`src/rtl/leaky_relu_parent_pkg.sv`:
```
// Shared Q8.8 fixed-point definitions for the bias, systolic and activation stages.
// Width defaults, the round-half-up constant and the saturation limits live here.
package leaky_relu_parent_pkg;

   localparam int LR_DATA_W = 16;
   localparam int LR_FRAC_W = 8;
   localparam int LR_ROWS   = 2;

   typedef logic signed [LR_DATA_W-1:0]   q_t;
   typedef logic signed [2*LR_DATA_W-1:0] q_prod_t;

   localparam q_prod_t Q_ROUND = q_prod_t'(1) <<< (LR_FRAC_W - 1);
   localparam q_t      Q_MAX   = q_t'(16'sh7FFF);
   localparam q_t      Q_MIN   = q_t'(16'sh8000);

endpackage

```
`src/rtl/leaky_relu_child.sv`:
```
// One column of the leaky-ReLU stage: multiply/round/saturate datapath, 1-cycle
// output register, and the per-batch sample counter.
module leaky_relu_child
   import leaky_relu_parent_pkg::*;
#(
   parameter int DATA_W = LR_DATA_W,
   parameter int FRAC_W = LR_FRAC_W,
   parameter int ROWS   = LR_ROWS
) (
   input  logic              clk,
   input  logic              rst,
   input  logic [DATA_W-1:0] alpha,
   input  logic [DATA_W-1:0] data_in,
   input  logic              valid_in,
   input  logic              clear,
   output logic [DATA_W-1:0] data_out,
   output logic              valid_out,
   output logic              full
);

   localparam int PW    = 2 * DATA_W;
   localparam int CNT_W = $clog2(ROWS + 1);

   localparam logic signed [PW-1:0] RND     = PW'(1) <<< (FRAC_W - 1);
   localparam logic signed [PW-1:0] SAT_MAX = (PW'(1) <<< (DATA_W - 1)) - PW'(1);
   localparam logic signed [PW-1:0] SAT_MIN = -SAT_MAX - PW'(1);

   logic signed [PW-1:0] prod;
   logic signed [PW-1:0] scaled;
   logic [DATA_W-1:0]    h;
   logic [CNT_W-1:0]     cnt;

   // NOTE: every always_comb output gets a value on every path, otherwise a latch is inferred.
   always_comb begin
      prod   = PW'($signed(data_in)) * PW'($signed(alpha));
      scaled = (prod + RND) >>> FRAC_W;
      h      = data_in;
      if (data_in[DATA_W-1]) begin
         if (scaled > SAT_MAX)      h = SAT_MAX[DATA_W-1:0];
         else if (scaled < SAT_MIN) h = SAT_MIN[DATA_W-1:0];
         else                       h = scaled[DATA_W-1:0];
      end
   end

   assign full = (cnt == CNT_W'(ROWS));

   // NOTE: state registers use non-blocking assignments so all flops sample the pre-edge values.
   always_ff @(posedge clk or negedge rst) begin
      if (!rst) begin
         data_out  <= '0;
         valid_out <= 1'b0;
         cnt       <= '0;
      end else begin
         valid_out <= valid_in;
         if (valid_in) data_out <= h;
         // A valid landing in the clearing cycle is the first sample of the next batch.
         if (clear)                 cnt <= valid_in ? CNT_W'(1) : '0;
         else if (valid_in && !full) cnt <= cnt + CNT_W'(1);
      end
   end

endmodule

```
`src/rtl/leaky_relu_parent.sv`:
```
// Leaky-ReLU activation stage: runtime alpha register, two column datapaths and the
// batch-complete pulse that lets the controller advance the layer.
module leaky_relu_parent
   import leaky_relu_parent_pkg::*;
#(
   parameter int DATA_W = LR_DATA_W,
   parameter int FRAC_W = LR_FRAC_W,
   parameter int ROWS   = LR_ROWS
) (
   input  logic              clk,
   input  logic              rst,
   input  logic [DATA_W-1:0] lr_leak_factor_in,
   input  logic              lr_leak_load_in,
   input  logic [DATA_W-1:0] lr_data_in_1,
   input  logic              lr_valid_in_1,
   input  logic [DATA_W-1:0] lr_data_in_2,
   input  logic              lr_valid_in_2,
   output logic [DATA_W-1:0] lr_data_out_1,
   output logic              lr_valid_out_1,
   output logic [DATA_W-1:0] lr_data_out_2,
   output logic              lr_valid_out_2,
   output logic              lr_done_out
);

   logic [DATA_W-1:0] alpha;
   logic              full_1;
   logic              full_2;
   logic              clear;

   assign clear = full_1 && full_2;

   // Samples accepted on a load edge still see the old alpha.
   always_ff @(posedge clk or negedge rst) begin
      if (!rst) begin
         alpha       <= '0;
         lr_done_out <= 1'b0;
      end else begin
         if (lr_leak_load_in) alpha <= lr_leak_factor_in;
         lr_done_out <= clear;
      end
   end

   leaky_relu_child #(.DATA_W(DATA_W), .FRAC_W(FRAC_W), .ROWS(ROWS)) u_col_1 (
      .clk       (clk),
      .rst       (rst),
      .alpha     (alpha),
      .data_in   (lr_data_in_1),
      .valid_in  (lr_valid_in_1),
      .clear     (clear),
      .data_out  (lr_data_out_1),
      .valid_out (lr_valid_out_1),
      .full      (full_1)
   );

   leaky_relu_child #(.DATA_W(DATA_W), .FRAC_W(FRAC_W), .ROWS(ROWS)) u_col_2 (
      .clk       (clk),
      .rst       (rst),
      .alpha     (alpha),
      .data_in   (lr_data_in_2),
      .valid_in  (lr_valid_in_2),
      .clear     (clear),
      .data_out  (lr_data_out_2),
      .valid_out (lr_valid_out_2),
      .full      (full_2)
   );

endmodule
```
`config.mk`:
```
export PLATFORM = sky130hd
export DESIGN_NAME = leaky_relu_parent
export DESIGN_NICKNAME = d
export VERILOG_FILES = /design/src/rtl/leaky_relu_parent_pkg.sv /design/src/rtl/leaky_relu_child.sv /design/src/rtl/leaky_relu_parent.sv
export SDC_FILE = /design/constraint.sdc
export NUM_CORES = 2
export LEC_CHECK = 0
export CAP_MARGIN = 20
export CORE_MARGIN = 1
export CORE_UTILIZATION = 57
export DETAILED_ROUTE_END_ITERATION = 12
export PLACE_DENSITY = 0.75
export SETUP_SLACK_MARGIN = 0.15
export SYNTH_ARGS = -nofsm -noshare
export SYNTH_HDL_FRONTEND = slang
export SYNTH_SLANG_ARGS = --single-unit
```
`constraint.sdc`:
```
create_clock -name clk -period 8.41 [get_ports clk]
set_input_delay 1.2615 -clock clk [delete_from_list [all_inputs] [get_ports clk]]
set_output_delay 1.2615 -clock clk [all_outputs]
set_load 0.01 [all_outputs]
```
==> reports/qor.txt <==
r2r setup slk -> 0.97 ns
Setup crit start -> lr_data_in_1[12]
worst clock skew -> 0.0187 ns
relative slew slack -> 33.2%
Ant. Diodes -> 0
clk_lat worst skew -> 0.36 ns
die footprint -> 0.0402 mm^2
Synth Net Count -> 3,253
synthesized area -> 0.0225 mm^2
final wirelength -> 53.4 mm
CTS tree -> done
Overflow after GRT -> 0
Die X-Extent -> 201 um
FF+latch count, synth -> 55
Avg Synthesized Cell Area -> 8.91 um^2
crit-path most repeated cell -> fa_1
Syn Inst Count -> 2,522
Final Util -> 63.8%
Nets -> 3,358
Yosys warning total -> 0
DPL Wire Length -> 44.9 mm
DRT iter0 DRCs -> 868
Vias -> 17.1k
commonest non-fill, non-tap cells in the layout -> inv_1 (616), fa_1 (523), nand2_1 (321), and2_1 (238), ha_1 (153)
detailed-route DRC error count -> 0
status -> finished clean
asr flop ratio synth -> 100%
Worst-Margin Slew -> 1.00 ns
Reg clk slew, reported paths -> 0.10 ns
largest fanout on the critical path -> 14
CTS max path bufs -> 2
min-delay worst type -> flop to flop
Worst R2R End -> u_col_2.data_out[14]
Initial Utilization -> 58.0%
Via density -> 5.43
first-pass GRT wire length -> 91.9 mm
Detailed Routing Iterations Pass 1 -> 5
Clock Sink Count -> 55
setup violators final -> 0
Max Clock Freq -> 0.125 GHz
register area share after synthesis -> 6.12%
fin crit share -> 94.8%
Num CTS Buffers -> 5
worst path cell trace -> clkdlybuf4s50_1, and2_1, fa_1, inv_1, fa_1, fa_1, inv_1, fa_1, fa_1, inv_1, fa_1, inv_1, ha_1, a21o_1, a31o_1, a221o_1, a31o_1, o21ai_0, and2_1, or4b_1, o41a_1, buf_12, o22ai_1
Max-Cap Viols -> 0
CP max-delay cell -> clkdlybuf4s50_1
vias in the first global route -> 18.8k
Crit path arrival time -> 8.25 ns
die height -> 201 um
Distinct cells, synth -> 73
CP Capture Point -> u_col_1.data_out[6]
GPL Wtd Cong -> 0.980
area of the core -> 0.0387 mm^2
Tmin final -> 7.97 ns
main flop type after synthesis -> dfrtp_1
Crit Path Class -> primary input to flop
max incr delay on CP -> 0.60 ns
synthesis-to-layout area growth -> 10.0%
Final Hold Viols -> 0
Post-synth EDFFs -> 0
commonest non-fill, non-tap cell in the layout -> inv_1
share of layout cells above drive strength 1 -> 6.43%
Req. time, crit path -> 8.70 ns
row cnt -> 72
RSZ-0062 raised after global routing -> false
max-slew violations -> 0
largest net degree at the start of global routing -> 56
ANT nets after route -> 0
IO buf count -> 87
# IOs -> 88
CP Launch Type -> primary input
Final Worst Setup Slack -> 0.441 ns
worst r2r path cells -> 23
initial antenna violation count -> 0
clock root buffer master -> clkbuf_16
reg2reg start -> alpha[3]
postcts setup bufs -> 0
Hold WS -> 0.532 ns
H-tree levels -> 2
Place WS -> -0.0508 ns
GRT Resource Usage Total -> 28.7%
fill count -> 3,250
Hold Startpoint -> u_col_1.data_out[15]
Avg WL per Cell -> 17.0 um
Worst Setup End Kind -> flop
-- routing by layer --
layer	global-route usage, %	vias to the layer above	share of wire (%)
li1	-	7705	-
met1	38.7	8803	42
met2	48.5	479	50
met3	3.07	97	5.5
met4	10.3	0	3.0
met5	0	-	0
-- state kept, by name (all words and copies together), names as in the netlist --
register and cells:
u_col_2.valid_out 1, u_col_2.cnt 2, u_col_1.cnt 2, u_col_1.valid_out 1, u_col_2.data_out 16, u_col_1.data_out 16
alpha 16, lr_done_out 1
-- worst min-delay path by stage --
stage                     depth (start not counted)                    to
after global routing                              2  u_col_2.data_out[15]
after floorplan                                   2        u_col_1.cnt[1]
final                                             2  u_col_1.data_out[15]
after detailed placement                          2  u_col_1.data_out[15]
after CTS                                         2  u_col_1.data_out[15]
after global placement                            2  u_col_2.data_out[15]
-- through the flow --
step,instances,instance area (um^2),setup TNS (ns)
after CTS,3146,24700,0
after global routing,3146,24700,0
after floorplan,2522,22500,0
after detailed placement,3138,24500,-0.533
final,3146,24700,0
after global placement,3138,24500,0
-- synth_stat cells (3+ instances only) --
cell / count / area, um^2
nand3_1: 19 / 95.1
o21bai_1: 6 / 45.0
nor2_1: 111 / 417
nand4_1: 9 / 56.3
a211oi_1: 5 / 37.5
and2_1: 238 / 1490
fa_1: 524 / 10500
o211ai_1: 6 / 45.0
or3_1: 11 / 68.8
a31oi_1: 6 / 37.5
o22ai_2: 10 / 125
a21oi_1: 69 / 345
clkbuf_1: 100 / 375
or2_2: 3 / 18.8
nand2b_1: 11 / 68.8
a211o_1: 3 / 26.3
o22ai_1: 21 / 131
inv_1: 617 / 2320
nor3_1: 5 / 25.0
a41oi_1: 3 / 26.3
xnor2_1: 43 / 377
a21o_1: 17 / 128
o21a_1: 10 / 75.1
and4_1: 3 / 26.3
o21ai_1: 3 / 15.0
and3_1: 5 / 31.3
a221oi_1: 3 / 26.3
o31ai_1: 3 / 22.5
dfrtp_1: 55 / 1380
xor2_1: 18 / 158
ha_1: 154 / 1930
o2111ai_1: 4 / 35.0
nand2_1: 321 / 1200
mux2_2: 16 / 180
nor2b_1: 3 / 18.8
o21ai_0: 39 / 195
-- critical path, delay by kind of cell --
family | cells | cell delay [ns]
adders and majority gates | 7 | 3.31
AOI/OAI and AO/OA | 7 | 1.86
buffers and inverters | 6 | 0.98
and+or+nand+nor | 3 | 0.86
-- timing repair --
item / in CTS / in global routing
hold buffers: 0 / 0
gates resized for setup: 0 / 20
endpoints found under the setup margin: 0 / 30
-- cell families (layout without fill, tap and decap cells) --
| family | after synthesis | after routing | synth area share [%] |
|---|---|---|---|
| adder cells (fa/ha/maj) | 678 | 678 | 55.2 |
| AO/OA/AOI/OAI | 238 | 238 | 7.19 |
| XOR/XNOR | 61 | 61 | 2.38 |
| AND/OR/NAND/NOR | 750 | 750 | 16.1 |
| multiplexers | 17 | 17 | 0.846 |
| flip-flops | 55 | 55 | 6.12 |
| buffers and inverters | 723 | 829 | 12.2 |
-- layout make-up --
| class | instances | area (um^2) | share of cell area (%) |
|---|---|---|---|
| clock inverters | 2 | 16.3 | 0.0658 |
| multi-input cells | 1744 | 18400 | 74.4 |
| well taps | 518 | 648 | 2.62 |
| clock buffers | 6 | 139 | 0.562 |
| flip-flops and latches | 55 | 1380 | 5.57 |
| inverters | 618 | 2320 | 9.38 |
| repair buffers | 203 | 1830 | 7.41 |
Power is not shown: default switching activity piles up to over one toggle a cycle in this logic, so the estimate is an artifact.
